**src/rtl/tmds_pkg.sv**
```systemverilog
// Shared TMDS constants: control and guard-band symbols, mode encodings,
// and the popcount helper used by the encoder.
package tmds_pkg;

  localparam logic [9:0] TMDS_CTL0    = 10'b1101010100;
  localparam logic [9:0] TMDS_CTL1    = 10'b0010101011;
  localparam logic [9:0] TMDS_CTL2    = 10'b0101010100;
  localparam logic [9:0] TMDS_CTL3    = 10'b1010101011;
  localparam logic [9:0] TMDS_GB_CH02 = 10'b1011001100;
  localparam logic [9:0] TMDS_GB_CH1  = 10'b0100110011;

  // Mode 2'b11 is also treated as control.
  localparam logic [1:0] MODE_CTRL  = 2'b00;
  localparam logic [1:0] MODE_VIDEO = 2'b01;
  localparam logic [1:0] MODE_GUARD = 2'b10;

  function automatic logic [3:0] popcount8(input logic [7:0] x);
    logic [3:0] n;
    n = '0;
    for (int i = 0; i < 8; i++) n = n + {3'b000, x[i]};
    return n;
  endfunction

endpackage

```
**src/rtl/tmds_channel_encoder_if.sv**
```systemverilog
// Pixel-side bus of one TMDS channel encoder: enable, mode, byte and control
// bits in; encoded symbol and running disparity out.
interface tmds_channel_encoder_if #(parameter int CNT_W = 5);
  logic             ce;
  logic [1:0]       mode;
  logic [7:0]       data;
  logic [1:0]       ctrl;
  logic [9:0]       symbol;
  logic [CNT_W-1:0] disparity;

  modport master (output ce, mode, data, ctrl, input symbol, disparity);
  modport slave  (input ce, mode, data, ctrl, output symbol, disparity);
endinterface

```
**src/rtl/tmds_channel_encoder.sv**
```systemverilog
// One-lane TMDS 8b/10b encoder: stage 1 builds the transition-minimised q_m,
// stage 2 applies DC balancing or emits control/guard-band symbols.
module tmds_channel_encoder
  import tmds_pkg::*;
#(
  parameter int CHANNEL = 0,
  parameter int CNT_W   = 5
) (
  input  logic                  clk,
  input  logic                  resetn,
  tmds_channel_encoder_if.slave bus
);

  logic [8:0]       qm_d;
  logic [8:0]       qm_q;
  logic [1:0]       mode_q;
  logic [1:0]       ctrl_q;
  logic [9:0]       sym_q;
  logic [CNT_W-1:0] cnt_q;

  always_comb begin
    logic [3:0] n;
    logic       use_xnor;
    logic [8:0] q;
    n        = popcount8(bus.data);
    use_xnor = (n > 4'd4) || (n == 4'd4 && !bus.data[0]);
    q        = '0;
    q[0]     = bus.data[0];
    for (int i = 1; i < 8; i++)
      q[i] = use_xnor ? ~(q[i-1] ^ bus.data[i]) : (q[i-1] ^ bus.data[i]);
    q[8]     = ~use_xnor;
    qm_d     = q;
  end

  always_ff @(posedge clk or negedge resetn) begin
    if (!resetn) begin
      qm_q   <= '0;
      mode_q <= MODE_CTRL;
      ctrl_q <= 2'b00;
    end else if (bus.ce) begin
      qm_q   <= qm_d;
      mode_q <= bus.mode;
      ctrl_q <= bus.ctrl;
    end
  end

  // Returns {symbol, next disparity}. diff = n1-n0 = 2*n1-8, held in CNT_W bits.
  function automatic logic [10+CNT_W-1:0] encode_video(input logic [8:0] qm,
                                                       input logic [CNT_W-1:0] cnt);
    logic [3:0]       n1;
    logic [CNT_W-1:0] diff;
    logic [CNT_W-1:0] two_q8;
    logic [CNT_W-1:0] two_nq8;
    logic             cnt_zero;
    logic             cnt_neg;
    logic             cnt_pos;
    logic [9:0]       sym;
    logic [CNT_W-1:0] nxt;
    n1       = popcount8(qm[7:0]);
    diff     = CNT_W'({n1, 1'b0}) - CNT_W'(8);
    two_q8   = CNT_W'({qm[8], 1'b0});
    two_nq8  = CNT_W'({~qm[8], 1'b0});
    cnt_zero = (cnt == '0);
    cnt_neg  = cnt[CNT_W-1];
    cnt_pos  = !cnt_zero && !cnt_neg;
    if (cnt_zero || n1 == 4'd4) begin
      sym = {~qm[8], qm[8], qm[8] ? qm[7:0] : ~qm[7:0]};
      nxt = qm[8] ? cnt + diff : cnt - diff;
    end else if ((cnt_pos && n1 > 4'd4) || (cnt_neg && n1 < 4'd4)) begin
      sym = {1'b1, qm[8], ~qm[7:0]};
      nxt = cnt + two_q8 - diff;
    end else begin
      sym = {1'b0, qm[8], qm[7:0]};
      nxt = cnt + diff - two_nq8;
    end
    return {sym, nxt};
  endfunction

  // Stage 2: guard band leaves the disparity untouched, control clears it.
  always_ff @(posedge clk or negedge resetn) begin
    if (!resetn) begin
      sym_q <= TMDS_CTL0;
      cnt_q <= '0;
    end else if (bus.ce) begin
      case (mode_q)
        MODE_VIDEO: {sym_q, cnt_q} <= encode_video(qm_q, cnt_q);
        MODE_GUARD: sym_q <= (CHANNEL == 1) ? TMDS_GB_CH1 : TMDS_GB_CH02;
        default: begin
          cnt_q <= '0;
          case (ctrl_q)
            2'b00:   sym_q <= TMDS_CTL0;
            2'b01:   sym_q <= TMDS_CTL1;
            2'b10:   sym_q <= TMDS_CTL2;
            default: sym_q <= TMDS_CTL3;
          endcase
        end
      endcase
    end
  end

  assign bus.symbol    = sym_q;
  assign bus.disparity = cnt_q;

endmodule
```
**src/flat_wrapper.sv**
```systemverilog
// flat-port wrapper written by rule: the top's interface ports become plain ports
module tmds_channel_encoder_flat import tmds_pkg::*;
#(
  parameter int CHANNEL = 0,
  parameter int CNT_W   = 5
)
  (clk, resetn, bus_ce, bus_mode, bus_data, bus_ctrl, bus_symbol, bus_disparity);
  tmds_channel_encoder_if #(.CNT_W(CNT_W)) bus_i ();
  input  logic clk;
  input  logic resetn;
  input wire logic [$bits(bus_i.ce)-1:0] bus_ce;
  input wire logic [$bits(bus_i.mode)-1:0] bus_mode;
  input wire logic [$bits(bus_i.data)-1:0] bus_data;
  input wire logic [$bits(bus_i.ctrl)-1:0] bus_ctrl;
  output wire logic [$bits(bus_i.symbol)-1:0] bus_symbol;
  output wire logic [$bits(bus_i.disparity)-1:0] bus_disparity;
  assign bus_i.ce = bus_ce;
  assign bus_i.mode = bus_mode;
  assign bus_i.data = bus_data;
  assign bus_i.ctrl = bus_ctrl;
  assign bus_symbol = bus_i.symbol;
  assign bus_disparity = bus_i.disparity;
  tmds_channel_encoder #(.CHANNEL(CHANNEL), .CNT_W(CNT_W)) u_core (.clk(clk), .resetn(resetn), .bus(bus_i));
endmodule
```
**config.mk**
```make
export PLATFORM = sky130hd
export DESIGN_NAME = tmds_channel_encoder_flat
export DESIGN_NICKNAME = d
export VERILOG_FILES = /design/src/rtl/tmds_pkg.sv /design/src/rtl/tmds_channel_encoder_if.sv /design/src/rtl/tmds_channel_encoder.sv /design/src/flat_wrapper.sv
export SDC_FILE = /design/constraint.sdc
export NUM_CORES = 1
export LEC_CHECK = 0
export BUFFER_PORTS_ARGS = -buffer_cell sky130_fd_sc_hd__clkbuf_2
export CORE_MARGIN = 3
export CORE_UTILIZATION = 35
export DETAILED_ROUTE_END_ITERATION = 16
export GPL_TIMING_DRIVEN = 0
export PLACE_DENSITY = 0.54
export SYNTH_ARGS = -nofsm -noshare
export SYNTH_HDL_FRONTEND = slang
export SYNTH_SLANG_ARGS = --single-unit
export TNS_END_PERCENT = 5
```
**constraint.sdc**
```tcl
create_clock -name clk -period 5.6 [get_ports clk]
set_input_delay 0 -clock clk [delete_from_list [all_inputs] [get_ports clk]]
set_output_delay 0 -clock clk [all_outputs]
set_load 0.02 [all_outputs]
```
Word-level counts from Yosys, hierarchy flattened
Cells that the tools add are included.
Widths: inputs -> output; s select.
{"block": "classes", "addsub": 20, "n_lt_le_gt_ge": 3, "eq_ne": 6, "n_mux": 16, "bitwise_logic": 18, "n_reduce_logical": 13}
{"operator": "$add 4x1->4", "n": 12}
{"operator": "$pmux 10 s3", "n": 1}
{"operator": "$mux 10", "n": 2}
{"operator": "$pmux 10 s2", "n": 1}
{"operator": "$mux 5", "n": 3}
{"operator": "$not 1->1", "n": 10}
{"operator": "$pmux 5 s2", "n": 1}
{"operator": "$sub 5x5->5", "n": 2}
{"operator": "$eq 4x3->1 const B", "n": 2}
{"operator": "$gt 4x3->1 const B", "n": 2}
{"operator": "$mux 8", "n": 1}
{"operator": "$not 8->8", "n": 1}
{"operator": "$mux 1", "n": 7}
{"operator": "$xor 1x1->1", "n": 7}
{"operator": "$add 5x2->5", "n": 1}
{"operator": "$add 5x5->5", "n": 1}
{"operator": "$logic_not 5->1", "n": 1}
{"operator": "$sub 5x2->5", "n": 1}
{"operator": "$sub 5x4->5 const B", "n": 1}
{"operator": "$add 1x1->2", "n": 2}
{"operator": "$eq 2x1->1 const B", "n": 2}
{"operator": "$eq 2x2->1 const B", "n": 2}
{"operator": "$logic_and 1x1->1", "n": 4}
{"operator": "$lt 4x3->1 const B", "n": 1}
{"operator": "4 further kinds", "n": 8}
{"block": "totals", "reg_bits": 28}

Logic depth before layout (Yosys ltp)
Gate-level depths: netlist (run 1).
{"block": "depth", "word_depth": 29, "depth_mapped": 16, "ltp_nobuf": 16}

Worst setup path after synthesis (run 1)
OpenSTA, ideal clock, no wires.
{"block": "synth_timing", "kind": "register -> register", "start": "reg u_core.qm_q[0]", "end": "reg u_core.cnt_q[3], in the netlist u_core.bus.disparity[3]", "arrival_ns": 4.280, "t_required_ns": 5.479, "slack_ns": 1.199, "path_stages_with_launch": 16, "n_path_buf": 0, "path_cell_list": "dfrtp_1 > ha_1 > inv_1 > fa_1 > fa_1 > fa_1 > fa_1 > inv_1 > ha_1 > inv_1 > fa_1 > xor2_1 > nand2_1 > o21ai_0 > o211ai_1 > a22o_1"}
{"block": "synth_between", "elab_chain_len": 13, "word_cells_on_any_way": 23}
{"item": "from (decl)", "line": "tmds_channel_encoder.sv:15", "rtl": "logic [8:0] qm_q;"}
{"item": "from (signal assigned)", "line": "tmds_channel_encoder.sv:41", "rtl": "qm_q <= qm_d;"}
{"item": "$add 1x1->2 *", "line": "tmds_pkg.sv:20", "rtl": "for (int i = 0; i < 8; i++) n = n + {3'b000, x[i]};"}
{"item": "$add 4x1->4 * (6 in a row)", "line": "tmds_pkg.sv:20"}
{"item": "$sub 5x4->5, or another cell as far along", "line": "tmds_channel_encoder.sv:60", "rtl": "diff = CNT_W'({n1, 1'b0}) - CNT_W'(8);"}
{"item": "$add 5x5->5 or $logic_and 1x1->1 (tied branches)", "line": "tmds_channel_encoder.sv:68, tmds_channel_encoder.sv:74, tmds_channel_encoder.sv:69"}
{"item": "$sub 5x2->5 or $logic_or 1x1->1 (tied branches)", "line": "tmds_channel_encoder.sv:74, tmds_channel_encoder.sv:69"}
{"item": "$mux 5", "line": "tmds_channel_encoder.sv:69", "rtl": "end else if ((cnt_pos && n1 > 4'd4) || (cnt_neg && n1 < 4'd4)) begin"}
{"item": "$mux 5 *", "line": "tmds_channel_encoder.sv:66", "rtl": "if (cnt_zero || n1 == 4'd4) begin"}
{"item": "$pmux 5 s2 *", "line": "tmds_channel_encoder.sv:85", "rtl": "case (mode_q)"}
{"item": "to (signal assigned)", "line": "tmds_channel_encoder.sv:86", "rtl": "MODE_VIDEO: {sym_q, cnt_q} <= encode_video(qm_q, cnt_q);"}
{"item": "to (decl)", "line": "tmds_channel_encoder.sv:19", "rtl": "logic [CNT_W-1:0] cnt_q;"}
Every way passes the cells marked *; elsewhere a longest branch is shown, timed or not.
A chain may end at the register's enable or synchronous reset.

Worst setup path after layout (run 1)
Same ends and word-level chain as after synthesis.

==> run metrics, run 1 <==
status=finished clean; final layout net count=361; antenna diode count=0; CTS Buf Count=3; vias in the first global route=1972; Post-Syn Area per Cell=9.13 sq um; Req. time, crit path=5.77 ns; initial antenna violation count=0; register area=682 sq um; Startpoint Class=flip-flop; largest family of logic cells by synthesized area=adder cells; setup tns final=0 ns; multiplexer share of the synthesized area=0.0133; Hold Vio Cnt, Final=0; largest net degree at the start of global routing=28; initial DRC count=138; worst hold stages=4; IO buf count=28; share of layout cells above drive strength 1=0.150; Yosys Warn Count=0; Worst-path clk slew=0.10 ns; Cell Area, Synth=2450 sq um; Rows=29; CTS tree=built; core area=6570 sq um; post-synthesis xor/xnor area fraction=0.0973; Hold Crit Class=input port to flip-flop; largest area contributor in the netlist=dfrtp_1; Worst-Skew Late Latency=0.28 ns; WL/cell=14.2 um; unrepaired setup endpoints after global routing=no; final WL=5.69 mm; Synth top area share=0.224; maximum root-to-sink buffer count=2; dpl hpwl=4.49 mm; Worst slew margin=0.523; Crit. End Element=flip-flop; Max H-tree Level=1; Final min period=4.76 ns; # resized after CTS=0; dominant synthesized flop cell=dfrtp_1; die area=8060 sq um; number of fill cells=685; Area contributors post-synth=dfrtp_1 22%, ha_1 13%, fa_1 11%; # DRC=0; Net Count, Synth=322; I/O Pins=30; Pre-antenna DRT Iters=4; Compound-Gate Fraction of Synth Area=0.171; fin util=0.429; period utilization=0.850; Die Wd=89.8 um; GRT overflow=0; crit path DAT=4.93 ns; chip height=89.8 um; max-slew violation total from the final report=0; Cell variety after synth=42; Synth Area in Adders=0.233; first-pass GRT wire length=9.62 mm; GRT Total Usage=0.143; worst r2r path cells=15; Post-DP Area=2710 sq um; Critical Path Fanout Max=5; MaxCap Viol Count=0; design area=2820 sq um; Worst-Margin Slew=0.716 ns; Setup violations, final=0; sequential cell area fraction in the yosys report=0.278; Avg Vias per Cell=5.04; skew final=0.00827 ns; fraction of registers with async set/reset=1.00; crit path kind=flip-flop to flip-flop; # clock sinks=27; post-route ant nets=0; Synth Area in Simple Gates=0.135; initial core utilization=0.374; Multi-input gate area=1600 sq um; clock root buffer=clkbuf_8; Max Clk Rate=0.210 GHz; GPL Wtd Cong=0.862; vias=2016; cell count after synthesis=269; EDFF count, synth=0; Area Growth Syn to Fin=14.8%; register bit total from synthesis=27; smallest hold slack=0.0822 ns
routing by layer:
metal	global-route usage	vias up	routed length, um
met5	0	-	0
met4	0.0345	0	61
met2	0.235	33	2660
li1	-	1001	-
met1	0.204	977	2830
met3	0.0109	5	146
Yosys cell counts, drive strengths merged (2+ instances only):
| master | n |
|---|---|
| mux2 | 2 |
| clkbuf | 8 |
| buf | 2 |
| and3 | 2 |
| fa | 13 |
| nand2 | 23 |
| nor2 | 9 |
| ha | 25 |
| o21bai | 3 |
| a211oi | 9 |
| xnor3 | 3 |
| inv | 35 |
| o22ai | 10 |
| dfstp | 5 |
| xnor2 | 14 |
| a21oi | 15 |
| nor4 | 7 |
| nor3 | 11 |
| o21ai | 20 |
| nor2b | 7 |
| nor3b | 3 |
| nand3 | 3 |
| o211ai | 2 |
| dfrtp | 22 |
| o21a | 3 |
per-stage QoR:
step / std cells / setup slack [ns]
6_report: 400 / 0.838
5_1_grt: 400 / 0.610
4_1_cts: 400 / 0.820
3_5_place_dp: 390 / 0.823
3_3_place_gp: 390 / 0.846
2_1_floorplan: 269 / 1.20
cell families (layout without fill, tap and decap cells):
| family | Yosys count | count (layout) |
|---|---|---|
| buf+inv | 45 | 83 |
| other cells | 1 | 1 |
| simple gates | 68 | 68 |
| xor+xnor | 19 | 19 |
| fa+ha+maj | 38 | 38 |
| compound gates | 68 | 68 |
| flops | 27 | 27 |
| mux | 3 | 3 |
final timing paths:
path	start	slack, ns	to
worst max-delay path	u_core.qm_q[0]$_DFFE_PN0P_	0.84	u_core.bus.disparity[3]$_DFFE_PN0P_
worst min-delay path	bus_data[6]	0.08	u_core.qm_q[6]$_DFFE_PN0P_
worst max register to register	u_core.qm_q[0]$_DFFE_PN0P_	0.84	u_core.bus.disparity[3]$_DFFE_PN0P_
worst min register to register	u_core.bus.symbol[9]$_DFFE_PN1P_	0.50	u_core.bus.symbol[9]$_DFFE_PN1P_
max in group asynchronous	resetn	4.84	u_core.ctrl_q[1]$_DFFE_PN0P_
min in group asynchronous	resetn	0.29	u_core.bus.symbol[3]$_DFFE_PN0P_
cell type report:
type / count / area share
clock buffer: 3 / 0.0147
inverter: 35 / 0.0466
sequential: 27 / 0.242
tap: 93 / 0.0413
buffer: 10 / 0.0151
clock inverter: 1 / 0.00178
timing repair buffer: 34 / 0.0710
multi-input combinational: 197 / 0.567
what timing repair did:
action                                 4_1_cts  5_1_grt
endpoints found under the hold margin       27        0
hold buffers                                 6        0
buffers inserted                             0        0
critical path: stages, from the launching register on:
cell      delay [ns]
dfrtp_1         0.43
ha_1            0.29
inv_1           0.05
fa_1            0.50
fa_1            0.52
fa_1            0.48
fa_1            0.65
inv_1           0.13
ha_1            0.34
inv_1           0.09
fa_1            0.43
xor2_1          0.22
nand2_1         0.08
o21ai_0         0.14
o211ai_1        0.11
a22o_1          0.20
cell usage in the layout, fill, tap and decap left out, types with 5 or more instances in the layout:
master         count
inv_1             35
clkbuf_2          28
ha_1              25
nand2_1           23
dfrtp_1           22
o21ai_0           18
a21oi_1           14
fa_1              13
xnor2_1           12
nor3_1            11
o22ai_1           10
nor2_1             9
a211oi_1           9
clkbuf_1           8
nor2b_1            7
nor4_1             7
dlygate4sd3_1      6
dfstp_2            5
registers in the layout (all words and copies together) (netlist names):
register              flops
u_core.bus.symbol        10
u_core.qm_q               9
u_core.bus.disparity      4
u_core.ctrl_q             2
u_core.mode_q             2
Power of run 1 is left out: the tool's default activity adds up to more than one toggle a clock period on the data nets, which glitch-free logic cannot reach.
==> run 2, diff against run 1 <==
Settings changed: PLACE_DENSITY 0.54 to 0.52.
==> run metrics, run 2 (synthesized netlist as in run 1, its figures left out) <==
status=finished clean; initial antenna violation count=0; skew final=0.00759 ns; commonest non-fill, non-tap cell in the layout=inv_1; IO buf count=28; die area=8060 sq um; placed cells=390; setup tns final=0 ns; clock root buffer=clkbuf_8; share of layout cells above drive strength 1=0.147; Worst slew margin=0.504; GRT overflow=0; CTS tree=built; largest net degree at the start of global routing=28; GRT Total Usage=0.147; Die Wd=89.8 um; maximum root-to-sink buffer count=2; Startpoint Class=flip-flop; CTS Buf Count=3; # clock sinks=27; # DRC=0; Hold Vio Cnt, Final=0; hold_buf cts=6; register area=682 sq um; Multi-input gate area=1600 sq um; Worst-Skew Late Latency=0.28 ns; GPL Wtd Cong=0.797; Setup violations, final=0; Final min period=4.77 ns; crit path DAT=4.94 ns; WL/cell=14.1 um; Max H-tree Level=1; # resized after CTS=0; number of fill cells=684; antenna diode count=0; delay-heaviest family, CP=adder cells; max-slew violation total from the final report=0; Pre-antenna DRT Iters=4; crit path kind=flip-flop to flip-flop; Area Growth Syn to Fin=14.7%; Avg Vias per Cell=4.99; post-route ant nets=0; Post-Place Setup Slack=0.829 ns; core area=6570 sq um; Worst-Margin Slew=0.739 ns; period utilization=0.852; I/O Pins=30; Critical Path Fanout Max=5; largest stage delay on the critical path=0.65 ns; Worst-path clk slew=0.10 ns; first-pass GRT wire length=9.89 mm; Buf+Inv Stages, Crit Path=3; Hold Crit Class=input port to flip-flop; reg2reg start=u_core.qm_q[0]$_DFFE_PN0P_; Req. time, crit path=5.77 ns; Top cell by count, worst path=fa_1; initial core utilization=0.374; max reg flops=10; CP cell instances=ha_1 > inv_1 > fa_1 > fa_1 > fa_1 > fa_1 > inv_1 > ha_1 > inv_1 > fa_1 > xor2_1 > nand2_1 > o21ai_0 > o211ai_1 > a22o_1; hold path start=bus_data[6]; final WL=5.64 mm; MaxCap Viol Count=0; initial DRC count=136; unrepaired setup endpoints after global routing=no; Crit. End Element=flip-flop; Finished Layout Cells=400; Max Clk Rate=0.210 GHz; final layout net count=361; Post-CTS Setup Repair Bufs=0; vias in the first global route=2046; CP max stage cell=fa_1; Rows=29; post-route setup slack=0.829 ns; Crit. Startpoint=u_core.qm_q[0]$_DFFE_PN0P_; commonest non-fill, non-tap cells in the layout=35 x inv_1, 28 x clkbuf_2, 25 x ha_1; vias=1994; dpl hpwl=4.51 mm; chip height=89.8 um
run 2: cell types whose count changed in the layout (fill, tap and decap cells not counted), sizes merged:
cell and change:
clkinv -1, clkbuf +1
run 2: through the flow:
| step | cell area (sq um) | utilization | hold WS [ns] |
|---|---|---|---|
| final | 2820 | 0.429 | 0.0851 |
| after global routing | 2820 | 0.429 | 0.118 |
| after CTS | 2820 | 0.429 | 0.0929 |
| after detailed placement | 2710 | 0.413 | 0.0734 |
| after global placement | 2710 | 0.413 | 0.0731 |
| after floorplan | 2450 | - | -0.296 |
run 2: path summary, 6_finish.rpt:
check                                                      endpoint  slack, ns  cells after the start
min in group asynchronous          u_core.bus.symbol[7]$_DFFE_PN0P_       0.28                      2
max in group asynchronous       u_core.bus.disparity[4]$_DFFE_PN0P_       4.87                      2
worst min-delay path                     u_core.qm_q[6]$_DFFE_PN0P_       0.09                      4
worst min register to register     u_core.bus.symbol[9]$_DFFE_PN1P_       0.50                      2
worst max-delay path            u_core.bus.disparity[3]$_DFFE_PN0P_       0.83                     15
worst max register to register  u_core.bus.disparity[3]$_DFFE_PN0P_       0.83                     15
run 2: metal layers:
metal	track usage	part of all wire	wire, um
met1	0.206	0.49	2760
met2	0.243	0.47	2670
met3	0.0100	0.026	145
met4	0.0460	0.012	66
met5	0	0	0
run 2: final cells by class:
cell class                 instances  area share
multi-input combinational        197       0.568
sequential                        27       0.242
timing repair buffer              34      0.0711
inverter                          35      0.0466
tap                               93      0.0413
clock buffer                       4      0.0160
buffer                            10      0.0151
run 2: tightest hold or removal path, cell delays in order:
cell and delay (ns):
clkbuf_2 0.11, xnor2_2 0.08, nand2_1 0.06, o21ai_0 0.06
Power of run 2 is left out for the same reason.
